==> src/rtl/branch_target_buffer_pkg.sv <==
// Shared definitions for the branch target buffer: direction counter encodings
// and the index/tag geometry derived from the entry count.
package branch_target_buffer_pkg;

    typedef enum logic [1:0] {
        CNT_SNT = 2'b00,
        CNT_WNT = 2'b01,
        CNT_WT  = 2'b10,
        CNT_ST  = 2'b11
    } cnt_state_e;

    localparam int BTB_ENTRIES = 16;
    localparam int PC_W        = 32;

    function automatic int idx_width(input int entries);
        return $clog2(entries);
    endfunction

    // The two low PC bits are never part of the tag since fetch is word aligned.
    function automatic int tag_width(input int entries);
        return PC_W - $clog2(entries) - 2;
    endfunction

endpackage

==> src/rtl/btb_sat_counter.sv <==
// Next-state logic for a 2-bit saturating branch direction counter.
module btb_sat_counter
    import branch_target_buffer_pkg::*;
(
    input  cnt_state_e state,
    input  logic       taken,
    output cnt_state_e next_state
);

    always_comb begin
        next_state = state;
        case (state)
            CNT_SNT: next_state = taken ? CNT_WNT : CNT_SNT;
            CNT_WNT: next_state = taken ? CNT_WT  : CNT_SNT;
            CNT_WT:  next_state = taken ? CNT_ST  : CNT_WNT;
            CNT_ST:  next_state = taken ? CNT_ST  : CNT_WT;
            default: next_state = CNT_WNT;
        endcase
    end

endmodule

==> src/rtl/branch_target_buffer.sv <==
// Direct-mapped branch target buffer with 2-bit direction counters, a
// combinational fetch lookup, one training update per cycle and a mispredict counter.
module branch_target_buffer
    import branch_target_buffer_pkg::*;
#(
    parameter int ENTRIES = BTB_ENTRIES,
    parameter int CNT_W   = 16
) (
    input  logic              clk,
    input  logic              rst,
    input  logic [31:0]       fetch_pc,
    output logic              predicted_taken,
    output logic [31:0]       predicted_pc,
    input  logic              update_en,
    input  logic [31:0]       update_pc,
    input  logic              update_taken,
    input  logic [31:0]       update_target,
    input  logic              mispredict,
    input  logic              flush_all,
    output logic [CNT_W-1:0]  mispredict_count
);

    localparam int IDX_W = idx_width(ENTRIES);
    localparam int TAG_W = tag_width(ENTRIES);

    logic [ENTRIES-1:0] valid;
    logic [TAG_W-1:0]   tags    [ENTRIES];
    logic [31:0]        targets [ENTRIES];
    cnt_state_e         cnts    [ENTRIES];

    logic [IDX_W-1:0] fetch_idx;
    logic [TAG_W-1:0] fetch_tag;
    logic             fetch_hit;
    logic [IDX_W-1:0] upd_idx;
    logic [TAG_W-1:0] upd_tag;
    logic             upd_hit;
    cnt_state_e       cnt_next;
    logic             unused_pc_bits;

    assign unused_pc_bits = ^{fetch_pc[1:0], update_pc[1:0]};

    assign fetch_idx = fetch_pc[IDX_W+1:2];
    assign fetch_tag = fetch_pc[31:IDX_W+2];
    assign upd_idx   = update_pc[IDX_W+1:2];
    assign upd_tag   = update_pc[31:IDX_W+2];

    // Lookup reads registered state only, so a same-cycle update is not visible yet.
    assign fetch_hit       = valid[fetch_idx] && (tags[fetch_idx] == fetch_tag);
    assign predicted_taken = fetch_hit && cnts[fetch_idx][1];
    assign predicted_pc    = predicted_taken ? targets[fetch_idx] : fetch_pc + 32'd4;

    assign upd_hit = valid[upd_idx] && (tags[upd_idx] == upd_tag);

    btb_sat_counter u_sat_counter (
        .state      (cnts[upd_idx]),
        .taken      (update_taken),
        .next_state (cnt_next)
    );

    always_ff @(posedge clk or posedge rst) begin
        if (rst) begin
            valid <= '0;
            for (int i = 0; i < ENTRIES; i++) begin
                cnts[i] <= CNT_WNT;
            end
        end else if (flush_all) begin
            valid <= '0;
        end else if (update_en) begin
            if (upd_hit) begin
                cnts[upd_idx] <= cnt_next;
            end else if (update_taken) begin
                valid[upd_idx] <= 1'b1;
                cnts[upd_idx]  <= CNT_WT;
            end
        end
    end

    // Tag and target carry no reset; valid alone decides whether they mean anything.
    always_ff @(posedge clk) begin
        if (update_en && !flush_all && update_taken) begin
            tags[upd_idx]    <= upd_tag;
            targets[upd_idx] <= update_target;
        end
    end

    always_ff @(posedge clk or posedge rst) begin
        if (rst) begin
            mispredict_count <= '0;
        end else if (update_en && mispredict && (mispredict_count != '1)) begin
            mispredict_count <= mispredict_count + CNT_W'(1);
        end
    end

endmodule

==> config.mk <==
export PLATFORM = sky130hd
export DESIGN_NAME = branch_target_buffer
export DESIGN_NICKNAME = d
export VERILOG_FILES = /design/src/rtl/branch_target_buffer_pkg.sv /design/src/rtl/btb_sat_counter.sv /design/src/rtl/branch_target_buffer.sv
export SDC_FILE = /design/constraint.sdc
export NUM_CORES = 1
export LEC_CHECK = 0
export ABC_AREA = 1
export CORE_UTILIZATION = 25
export CTS_CLUSTER_SIZE = 14
export DETAILED_ROUTE_END_ITERATION = 8
export DONT_BUFFER_PORTS = 1
export GPL_ROUTABILITY_DRIVEN = 0
export GPL_TIMING_DRIVEN = 0
export PLACE_DENSITY_LB_ADDON = 0.1
export SYNTH_ARGS = -nofsm -noshare
export SYNTH_HDL_FRONTEND = slang
export SYNTH_HIERARCHICAL = 1
export SYNTH_SLANG_ARGS = --single-unit
==> constraint.sdc <==
create_clock -name clk -period 8.2 [get_ports clk]
set_input_delay 1.23 -clock clk [delete_from_list [all_inputs] [get_ports clk]]
set_output_delay 1.23 -clock clk [all_outputs]
set_load 0.01 [all_outputs]
# --- Yosys cells after proc, flatten, opt, wreduce, memory -nomap -nowiden ---
# Memories as Yosys holds them, arrays and structs flattened.
# Index checks and enable logic that the tools add are counted.
op_classes:
  add_sub_neg: 2
  n_lt_le_gt_ge: 6
  eq_ne: 7
  muxes: 29
  bitwise_logic: 7
  reduce_logical: 16
op_table:
  columns: ["operator", "n"]
  rows:
  - ["$mux 32", 3]
  - ["$mux 16", 4]
  - ["$eq 26x26->1", 2]
  - ["$add 32x3->32 const B", 1]
  - ["$bwmux 32", 1]
  - ["$or 16x16->16", 2]
  - ["$add 16x1->16 const B", 1]
  - ["$and 16x16->16", 1]
  - ["$bmux 2 s4", 2]
  - ["$ne 16x16->1 const B", 1]
  - ["$not 16->16", 1]
  - ["$mux 2", 7]
  - ["$ge 5x5->1 const B", 2]
  - ["$lt 4x5->1 const B", 2]
  - ["$not 4->5", 2]
  - ["$logic_and 1x1->1", 9]
  - ["$bmux 1 s4", 2]
  - ["$demux 2 s4", 1]
  - ["$pmux 2 s4", 1]
  - ["$mux 1", 7]
  - ["$reduce_and 3->1", 2]
  - ["$reduce_bool 2->1", 3]
  - ["$lt 5x1->1 const B", 1]
  - ["$demux 1 s4", 1]
  - ["other kinds (7)", 8]
totals:
  reg_bits: 64
  ramBits: 928
  output_inout_bits: 49
  elab_cells: 87
  memories: 2
mem_list:
  columns: ["name", "words", "word_bits", "read_ports", "rd_clocked_by_memory_dff", "wr", "line", "rtl"]
  rows:
  - ["targets", 16, 32, 1, 0, 1, "branch_target_buffer.sv:28", "logic [31:0] targets [ENTRIES];"]
  - ["tags", 16, 26, 2, 0, 1, "branch_target_buffer.sv:27", "logic [TAG_W-1:0] tags [ENTRIES];"]

# --- Longest topological paths before layout ---
# Gate-level depths: netlist (run 1).
logic_depth:
  ltp_word: 9
  mapped_depth: 23
  mapped_depth_nobuf: 20

# --- Cells and area by module ---
# The synthesis (run 1) kept the hierarchy.
modules_own_cells:
  columns: ["mod", "instances", "cells_per_inst", "area_each_um2"]
  rows:
  - ["branch_target_buffer", 1, 4675, 46037.9]
  - ["btb_sat_counter", 1, 5, 21.3]

# --- Worst setup path before layout (run 1) ---
# OpenSTA, ideal clock, no wires.
synth_path:
  path_kind: "in2reg"
  start: "in flush_all"
  end: "mem tags[13][0] (netlist bit), enable pin"
  t_arrival_ns: 6.164
  required_time_ns: 7.655
  slack_ns: 1.491
  path_stages: 5
  n_path_buf: 2
  cell_sequence: "clkbuf_1 nor2_1 nand2_1 clkbuf_1 nor3_1"
synth_between:
  elab_chain_cells: 5
synth_rtl:
  columns: ["element", "line", "rtl"]
  rows:
  - ["start: declaration", "branch_target_buffer.sv:19", "input logic flush_all,"]
  - ["$logic_not 1->1", "branch_target_buffer.sv:80", "if (update_en && !flush_all && update_taken) begin"]
  - ["$logic_and 1x1->1 (2 in a row)", "branch_target_buffer.sv:80", null]
  - ["$mux 1", "branch_target_buffer.sv:80", null]
  - ["$mux 1 (not written as such)", "branch_target_buffer.sv:81", "tags[upd_idx] <= upd_tag;"]
  - ["end: declaration", "branch_target_buffer.sv:27", null]
# Every way passes these cells.

# --- Worst setup path after layout (run 1) ---
layout_path:
  start: "in fetch_pc[4]"
  end: "out predicted_pc[13]"
layout_between:
  elab_chain_cells: 6
  word_cells_on_any_way: 13
  cone_classes: "add/sub (1); eq/ne (1); mux (6); bitwise (1); reduce/logical (2); memory (2)"
layout_rtl:
  columns: ["element", "line", "rtl"]
  rows:
  - ["start: declaration", "branch_target_buffer.sv:11", "input logic [31:0] fetch_pc,"]
  - ["parallel branches: the longest is 5 deep, another holds $mem_v2 16x26", null, null]
  - ["$mux 32 (*)", "branch_target_buffer.sv:50", "assign predicted_pc = predicted_taken ? targets[fetch_idx] : fetch_pc + 32'd4;"]
  - ["end: declaration", "branch_target_buffer.sv:13", "output logic [31:0] predicted_pc,"]
# Every way passes the cells marked *. The select of a mux whose other input is x is not followed.

==> results of run 1 <==
through the flow:
step           hold slack (ps)  instance area (µm²)
2_1_floorplan              442                46100
3_3_place_gp               455                49100
3_5_place_dp               456                51000
4_1_cts                    384                54700
5_1_grt                    411                54700
6_report                   407                54700
area by class of cell:
class	instances	area, µm²	area share (%)
plain buffers	285	1350	2.46
diodes	12	30.0	0.0549
clock inverters	67	593	1.08
well taps	2464	3080	5.64
flip-flops and latches	992	29500	53.9
repair buffers	154	1760	3.22
clock buffers	151	3090	5.64
multi-input cells	3218	14600	26.7
inverters	185	699	1.28
power groups by stage:
stage / clock [mW] / sequential, mW / combinational (mW)
6_report: 5.20 / 5.66 / 1.15
5_1_grt: 5.46 / 5.66 / 1.22
4_1_cts: 5.30 / 5.66 / 1.14
3_5_place_dp: 0 / 5.76 / 1.13
3_3_place_gp: 0 / 5.77 / 1.12
2_1_floorplan: 0 / 5.75 / 0.593
final timing paths:
kind | end | slack (ps) | cells after the start
worst max-delay path | predicted_pc[13] | 1400 | 17
worst min-delay path | cnts[1] | 410 | 2
worst max register to register | cnts[7] | 4930 | 17
worst min register to register | cnts[12] | 460 | 2
max in group asynchronous | cnts[22] | 7460 | 2
min in group clk | cnts[12] | 460 | 2
layer usage:
| layer | vias up | track usage (%) | wire length, µm |
|---|---|---|---|
| met5 | - | 0 | 115 |
| met4 | 16 | 10.2 | 10800 |
| met3 | 449 | 4.74 | 17200 |
| met2 | 1773 | 39.9 | 108000 |
| met1 | 19100 | 31.3 | 95000 |
| li1 | 16800 | - | - |
flip-flops by register name (all words and copies together) (netlist names):
signal / cells
mispredict_count: 16
targets: 512
tags: 416
cnts: 32
valid: 16
placed cells by master, fill, tap and decap left out, drive strengths merged, types with 2 or more instances in the layout:
master	instances
ha	2
o21ai	534
nor2	638
dfstp	16
o21bai	7
clkinvlp	5
or4	2
xor2	32
a22oi	15
o22ai	115
nor4	5
nor3	37
and2	4
nand3	223
edfxtp	928
inv	180
bufinv	7
xnor2	9
buf	288
o2111ai	16
clkinv	60
diode	12
dfrtp	48
nand3b	2
o211ai	79
nand2	1352
nand4	28
o221ai	46
clkbuf	302
a21oi	67
kinds of logic after synthesis:
group                    count (synthesis)  synth area share [%]
AO/OA/AOI/OAI                          883                  11.0
buffers and inverters                  470                  4.43
flip-flops                             992                  64.0
adder cells (fa/ha/maj)                  2                0.0543
XOR/XNOR                                41                 0.780
AND/OR/NAND/NOR                       2292                  19.7
==> impl_metrics.prom, run 1 <==
# TYPE chip_impl_metric gauge
chip_impl_metric{name="die-area",unit="µm²"} 186000
chip_impl_metric{name="fp.dieH",unit="µm"} 431
chip_impl_metric{name="synthArstFlopShare",unit="%"} 6.45
chip_impl_metric{name="netlist_area",unit="µm²"} 46100
chip_impl_metric{name="finalClockSkew",unit="ps"} 45.8
chip_impl_metric{name="grt_first_pass_wirelength",unit="µm"} 312000
chip_impl_info{name="cp_common_cell",value="sky130_fd_sc_hd__nand2_1"} 1
chip_impl_info{name="worstPathCellList",value="buf_2 -> nand2_1 -> inv_2 -> clkbuf_1 -> nand2_1 -> nand2_1 -> clkinv_1 -> nand3_1 -> nand2_1 -> nor2_1 -> nand2_1 -> nor2_1 -> nand2_1 -> nor2_4 -> buf_6 -> nor2_1 -> nor2_1"} 1
chip_impl_metric{name="synth-warning-count",unit=""} 6
chip_impl_metric{name="cts.htree.levels",unit=""} 3
chip_impl_metric{name="swShare",unit="%"} 27.2
chip_impl_metric{name="max-clock-path-buffers",unit=""} 3
chip_impl_metric{name="design.final.nets",unit=""} 5057
chip_impl_metric{name="report.power.total",unit="mW"} 12.0
chip_impl_info{name="cpMaxStageDelayCell",value="sky130_fd_sc_hd__clkbuf_1"} 1
chip_impl_metric{name="fin_tns_setup",unit="ps"} 0
chip_impl_metric{name="drtAntennaViolNets",unit=""} 0
chip_impl_info{name="synth_commonest_cells",value="sky130_fd_sc_hd__nand2_1, sky130_fd_sc_hd__edfxtp_1, sky130_fd_sc_hd__nor2_1"} 1
chip_impl_metric{name="finalHoldViolations",unit=""} 0
chip_impl_info{name="violations",value="max-capacitance violations, max-slew violations"} 1
chip_impl_metric{name="num_rows",unit=""} 157
chip_impl_metric{name="synthDistinctLibCells",unit=""} 45
chip_impl_metric{name="syn_inst",unit=""} 4680
chip_impl_info{name="tritoncts_clock_tree",value="yes"} 1
chip_impl_info{name="outcome",value="finished with violations"} 1
chip_impl_info{name="synthDominantAreaCellType",value="sky130_fd_sc_hd__edfxtp_1"} 1
chip_impl_metric{name="placed_cells",unit=""} 7298
chip_impl_metric{name="register_bit_total_from_synthesis",unit=""} 992
chip_impl_metric{name="grt_max_degree",unit=""} 65
chip_impl_info{name="clock-root-buffer",value="sky130_fd_sc_hd__clkbuf_16"} 1
chip_impl_metric{name="cp.arrival",unit="ps"} 5570
chip_impl_metric{name="clock_power_share",unit="%"} 43.3
chip_impl_metric{name="postRouteWirelength",unit="µm"} 231000
chip_impl_metric{name="share_of_final_layout_standard_cells_stronger_than_drive_strength_1",unit="%"} 9.70
chip_impl_metric{name="power_frac_comb",unit="%"} 9.6
chip_impl_metric{name="layout.core_utilization",unit="%"} 29.9
chip_impl_metric{name="remaining_drc_errors",unit=""} 0
chip_impl_metric{name="post_synth_edffs",unit=""} 928
chip_impl_metric{name="final-instance-count-excl-fill",unit=""} 7528
chip_impl_metric{name="worstMarginPinSlew",unit="ps"} 1650
chip_impl_metric{name="insertion_delay",unit="ps"} 800
chip_impl_metric{name="power.switching",unit="mW"} 3.27
chip_impl_metric{name="vias_per_cell",unit=""} 5.07
chip_impl_info{name="worstSetupStartpointType",value="input port"} 1
chip_impl_metric{name="synthesis.nets",unit=""} 4784
chip_impl_metric{name="avgSynthCellArea",unit="µm²"} 9.84
chip_impl_metric{name="hold_bufs_inserted_after_cts",unit=""} 0
chip_impl_metric{name="bufs_and_invs_on_worst_path",unit=""} 5
chip_impl_metric{name="floorplan.initialDensity",unit="%"} 25.2
chip_impl_info{name="yosys-top-cells-area",value="sky130_fd_sc_hd__edfxtp_1, sky130_fd_sc_hd__nand2_1, sky130_fd_sc_hd__nor2_1, sky130_fd_sc_hd__o21ai_0, sky130_fd_sc_hd__dfrtp_1"} 1
chip_impl_metric{name="maxCapViolCount",unit=""} 6
chip_impl_info{name="r2r-start",value="tags[11][21]"} 1
chip_impl_info{name="yosysMostFrequentCell",value="sky130_fd_sc_hd__nand2_1"} 1
chip_impl_metric{name="period_minus_slack",unit="ps"} 6800
chip_impl_metric{name="clk_transition_reported_paths",unit="ps"} 50
chip_impl_info{name="post_synth_top_flop",value="sky130_fd_sc_hd__edfxtp_1"} 1
chip_impl_info{name="cp_capture_type",value="output port"} 1
chip_impl_metric{name="syn2layout_area_growth",unit="%"} 18.8
chip_impl_metric{name="p_int",unit="mW"} 8.74
chip_impl_metric{name="ios",unit=""} 151
chip_impl_metric{name="cp.required",unit="ps"} 6970
chip_impl_metric{name="power.ir.vdd_worst",unit="µV"} 164
chip_impl_metric{name="detailed_place_hpwl",unit="µm"} 164000
chip_impl_info{name="critical_path.startpoint",value="fetch_pc[4]"} 1
chip_impl_metric{name="finalWorstSetupSlack",unit="ps"} 1400
chip_impl_metric{name="placeableCoreArea",unit="µm²"} 183000
chip_impl_metric{name="setup_viol",unit=""} 0
chip_impl_metric{name="cts_made_buffers",unit=""} 117
chip_impl_metric{name="crit_path_max_incr_delay",unit="ps"} 1120
chip_impl_metric{name="final.period_utilization",unit="%"} 82.9
chip_impl_metric{name="die_width",unit="µm"} 431
chip_impl_metric{name="static-leakage-power",unit="nW"} 19.9
chip_impl_metric{name="pwr-share-seq",unit="%"} 47.1
chip_impl_metric{name="routedWlPerCell",unit="µm"} 30.7
chip_impl_metric{name="fmaxAchievable",unit="MHz"} 147
chip_impl_metric{name="grt_antenna_before_repair",unit=""} 23
chip_impl_metric{name="grt_use_total",unit="%"} 24.4
chip_impl_metric{name="num_vias",unit=""} 38200
chip_impl_metric{name="dr.pass1.iters",unit=""} 6
chip_impl_metric{name="globalRoute.totalOverflow",unit=""} 0
chip_impl_metric{name="drt_iter0_markers",unit=""} 4442
chip_impl_metric{name="place_ws",unit="ps"} 1650
chip_impl_metric{name="netlist.area_leader.share",unit="%"} 60.5
chip_impl_metric{name="pwr_density_cell",unit="nW/µm²"} 220
chip_impl_metric{name="synth_sequential_area_ratio",unit="%"} 64.0
chip_impl_metric{name="post-cts-setup-buffers",unit=""} 0
chip_impl_metric{name="cts.sink_count",unit=""} 992
chip_impl_metric{name="worst_slew_margin_rel",unit="%"} -9.78
chip_impl_info{name="timing.hold.worst.class",value="in2async"} 1
chip_impl_metric{name="port_buffers",unit=""} 0
chip_impl_info{name="rsz0062_at_grt",value="false"} 1
chip_impl_metric{name="fill_cells",unit=""} 19200
chip_impl_metric{name="critPathMaxFanout",unit=""} 10
chip_impl_metric{name="cts_resized",unit=""} 0
chip_impl_metric{name="report.final.slew_viol_count",unit=""} 55
chip_impl_info{name="timing_worst_setup_path_type",value="in2out"} 1
chip_impl_metric{name="vias_in_the_first_global_route",unit=""} 36100
chip_impl_info{name="crit_family",value="simple AND/OR/NAND/NOR gates"} 1
(Power assumes the default switching activity.)
==> inputs of run 2 (changes only) <==
- ABC_AREA: 1 -> 0
- clock period: 8.2 -> 6.75 ns (I/O delays scaled with it)
==> impl_metrics.prom, run 2 <==
# TYPE chip_impl_metric gauge
chip_impl_metric{name="max_ffs_per_register",unit=""} 512
chip_impl_metric{name="synth_sequential_area_ratio",unit="%"} 67.6
chip_impl_metric{name="detailed_place_hpwl",unit="µm"} 113000
chip_impl_metric{name="critPathMaxFanout",unit=""} 10
chip_impl_metric{name="maxCapViolCount",unit=""} 0
chip_impl_metric{name="insertion_delay",unit="ps"} 760
chip_impl_info{name="mostFrequentLayoutCell",value="sky130_fd_sc_hd__edfxtp_1"} 1
chip_impl_metric{name="port_buffers",unit=""} 0
chip_impl_metric{name="synthArstFlopShare",unit="%"} 6.45
chip_impl_metric{name="power.ir.vdd_worst",unit="µV"} 190
chip_impl_metric{name="report.power.total",unit="mW"} 14.0
chip_impl_metric{name="grt_use_total",unit="%"} 18.9
chip_impl_metric{name="finalHoldViolations",unit=""} 0
chip_impl_metric{name="cts_made_buffers",unit=""} 118
chip_impl_metric{name="synthDistinctLibCells",unit=""} 68
chip_impl_metric{name="worst_slew_margin_rel",unit="%"} 7.29
chip_impl_metric{name="syn2layout_area_growth",unit="%"} 18.3
chip_impl_metric{name="post_synth_edffs",unit=""} 928
chip_impl_info{name="rsz0062_at_grt",value="false"} 1
chip_impl_info{name="synthDominantAreaCellType",value="sky130_fd_sc_hd__edfxtp_1"} 1
chip_impl_info{name="worstPathCellList",value="clkbuf_2 -> buf_2 -> clkbuf_1 -> mux4_2 -> mux2i_1 -> a211oi_1 -> a31o_2 -> nor4_1 -> nand4_1 -> nor4_4 -> buf_12 -> buf_6 -> mux2_1"} 1
chip_impl_metric{name="report.final.slew_viol_count",unit=""} 0
chip_impl_metric{name="swShare",unit="%"} 23.6
chip_impl_metric{name="register_bit_total_from_synthesis",unit=""} 992
chip_impl_metric{name="syn_inst",unit=""} 2177
chip_impl_metric{name="ios",unit=""} 151
chip_impl_metric{name="synthesis.nets",unit=""} 2281
chip_impl_metric{name="grt_first_pass_wirelength",unit="µm"} 225000
chip_impl_metric{name="grt_antenna_before_repair",unit=""} 6
chip_impl_metric{name="max-clock-path-buffers",unit=""} 3
chip_impl_info{name="worstSetupStartpointType",value="input port"} 1
chip_impl_metric{name="fp.dieH",unit="µm"} 420
chip_impl_metric{name="pwr-share-seq",unit="%"} 49.0
chip_impl_metric{name="cts.htree.levels",unit=""} 3
chip_impl_metric{name="finalClockSkew",unit="ps"} 27.8
chip_impl_metric{name="vias_per_cell",unit=""} 5.00
chip_impl_metric{name="postRouteWirelength",unit="µm"} 167000
chip_impl_metric{name="netlist.area_leader.share",unit="%"} 63.9
chip_impl_metric{name="clk_transition_reported_paths",unit="ps"} 50
chip_impl_metric{name="num_rows",unit=""} 152
chip_impl_metric{name="setup_viol",unit=""} 0
chip_impl_metric{name="hold_bufs_inserted_after_cts",unit=""} 0
chip_impl_metric{name="final.period_utilization",unit="%"} 97.4
chip_impl_metric{name="floorplan.initialDensity",unit="%"} 25.3
chip_impl_metric{name="clock_power_share",unit="%"} 44.0
chip_impl_metric{name="die-area",unit="µm²"} 176000
chip_impl_info{name="synth_commonest_cells",value="sky130_fd_sc_hd__edfxtp_1, sky130_fd_sc_hd__mux4_2, sky130_fd_sc_hd__mux2i_1"} 1
chip_impl_metric{name="drt_iter0_markers",unit=""} 2583
chip_impl_metric{name="bufs_and_invs_on_worst_path",unit=""} 5
chip_impl_metric{name="fill_cells",unit=""} 16800
chip_impl_info{name="crit_family",value="buffers and inverters"} 1
chip_impl_info{name="timing.hold.worst.class",value="in2async"} 1
chip_impl_metric{name="drtAntennaViolNets",unit=""} 0
chip_impl_metric{name="timing.hold.ws",unit="ps"} 340
chip_impl_metric{name="vias_in_the_first_global_route",unit=""} 25300
chip_impl_info{name="post_synth_top_flop",value="sky130_fd_sc_hd__edfxtp_1"} 1
chip_impl_metric{name="power.switching",unit="mW"} 3.30
chip_impl_metric{name="seqCellArea",unit="µm²"} 29500
chip_impl_info{name="layout_common_cells",value="sky130_fd_sc_hd__edfxtp_1, sky130_fd_sc_hd__mux4_2, sky130_fd_sc_hd__clkbuf_16"} 1
chip_impl_metric{name="dr.pass1.iters",unit=""} 5
chip_impl_metric{name="remaining_drc_errors",unit=""} 0
chip_impl_metric{name="grt_max_degree",unit=""} 49
chip_impl_info{name="timing_worst_setup_path_type",value="in2out"} 1
chip_impl_metric{name="cp.required",unit="ps"} 5740
chip_impl_metric{name="period_minus_slack",unit="ps"} 6570
chip_impl_info{name="tritoncts_clock_tree",value="yes"} 1
chip_impl_metric{name="p_int",unit="mW"} 10.7
chip_impl_metric{name="netlist_area",unit="µm²"} 43600
chip_impl_metric{name="crit_path_max_incr_delay",unit="ps"} 770
chip_impl_info{name="cp_capture_type",value="output port"} 1
chip_impl_metric{name="static-leakage-power",unit="nW"} 16.3
chip_impl_metric{name="cts.sink_count",unit=""} 992
chip_impl_metric{name="num_vias",unit=""} 23800
chip_impl_metric{name="die_width",unit="µm"} 420
chip_impl_metric{name="synth-warning-count",unit=""} 6
chip_impl_metric{name="worstMarginPinSlew",unit="ps"} 1390
chip_impl_metric{name="globalRoute.totalOverflow",unit=""} 0
chip_impl_info{name="reg_top3",value="targets: 512 flops, tags: 416 flops, cnts: 32 flops"} 1
chip_impl_metric{name="power_frac_comb",unit="%"} 7.1
chip_impl_info{name="cpMaxStageDelayCell",value="sky130_fd_sc_hd__clkbuf_1"} 1
chip_impl_metric{name="design.final.nets",unit=""} 2454
chip_impl_metric{name="routedWlPerCell",unit="µm"} 35.0
chip_impl_metric{name="avgSynthCellArea",unit="µm²"} 20.0
chip_impl_info{name="outcome",value="complete, no violations"} 1
chip_impl_info{name="yosys-top-cells-area",value="sky130_fd_sc_hd__edfxtp_1, sky130_fd_sc_hd__mux4_2, sky130_fd_sc_hd__dfrtp_1, sky130_fd_sc_hd__mux2i_1, sky130_fd_sc_hd__mux2_2"} 1
chip_impl_metric{name="fmaxAchievable",unit="MHz"} 152
chip_impl_metric{name="share_of_final_layout_standard_cells_stronger_than_drive_strength_1",unit="%"} 31.5
chip_impl_metric{name="area_occupied_by_multi_input_gates",unit="µm²"} 13400
chip_impl_info{name="yosysMostFrequentCell",value="sky130_fd_sc_hd__edfxtp_1"} 1
chip_impl_metric{name="placeableCoreArea",unit="µm²"} 172000
chip_impl_info{name="clock-root-buffer",value="sky130_fd_sc_hd__clkbuf_16"} 1
chip_impl_metric{name="cp.arrival",unit="ps"} 5560
chip_impl_info{name="largest-register",value="targets"} 1
chip_impl_metric{name="pwr_density_cell",unit="nW/µm²"} 272
==> run 2: routing by layer <==
metal,vias to the layer above,share of wire (%),GRT usage (%)
li1,9570,-,-
met1,13200,40,23.4
met2,823,52,33.6
met3,218,5.2,3.63
met4,2,2.8,4.96
met5,-,0.012,0
==> run 2: power groups by stage <==
stage / registers [mW] / logic (mW) / clock network [mW]
floorplan: 6.97 / 0.601 / 0
global placement: 7.00 / 0.997 / 0
detailed placement: 6.99 / 1.01 / 0
CTS: 6.87 / 1.01 / 6.33
global route: 6.87 / 1.04 / 6.53
finish: 6.87 / 0.989 / 6.17
==> run 2: kinds of logic (layout without fill, tap and decap cells) <==
family / Yosys count / in the layout / share of synthesized area (%)
flip-flops: 992 / 992 / 67.6
multiplexers: 521 / 521 / 23.0
AND/OR/NAND/NOR: 243 / 243 / 2.87
buffers and inverters: 171 / 441 / 1.85
AO/OA/AOI/OAI: 153 / 153 / 2.66
XOR/XNOR: 93 / 93 / 1.87
adder cells (fa/ha/maj): 4 / 4 / 0.109
other: 0 / 4 / 0
==> run 2: area by class of cell <==
type | instances | area share, %
diodes | 4 | 0.0194
plain buffers | 138 | 1.43
clock buffers | 139 | 5.92
clock inverters | 78 | 1.29
inverters | 31 | 0.264
multi-input cells | 1014 | 26.0
flip-flops and latches | 992 | 57.2
well taps | 2310 | 5.60
repair buffers | 55 | 2.36
==> run 2: what timing repair did <==
| item | in CTS | in global routing |
|---|---|---|
| endpoints found under the setup margin | 33 | 32 |
| setup buffers | 2 | 0 |
| pin swaps | 1 | 0 |
| gates resized for setup | 22 | 0 |
==> run 2: worst paths after layout <==
kind / startpoint / endpoint / slack [ps] / cells past startpoint
worst max register to register: tags[11][15] / cnts[27] / 2040 / 11
worst min register to register: cnts[24] / cnts[24] / 490 / 2
max in group asynchronous: rst / cnts[27] / 5730 / 2
worst max-delay path: fetch_pc[3] / predicted_pc[14] / 180 / 13
min in group clk: update_target[24] / targets[3][24] / 350 / 0
worst min-delay path: rst / mispredict_count[7] / 340 / 1
==> run 2: metrics by stage <==
stage | instances | cell area, µm² | setup slack [ps] | TNS, ps | utilization, %
global placement | 4487 | 46500 | -5450 | -3715680 | 27.0
global route | 4757 | 51600 | 33.3 | 0 | 29.9
finish | 4761 | 51600 | 177 | 0 | 29.9
CTS | 4758 | 51600 | 11.7 | 0 | 29.9
floorplan | 2177 | 43600 | 1400 | 0 | -
detailed placement | 4540 | 47800 | -1450 | -52610 | 27.7
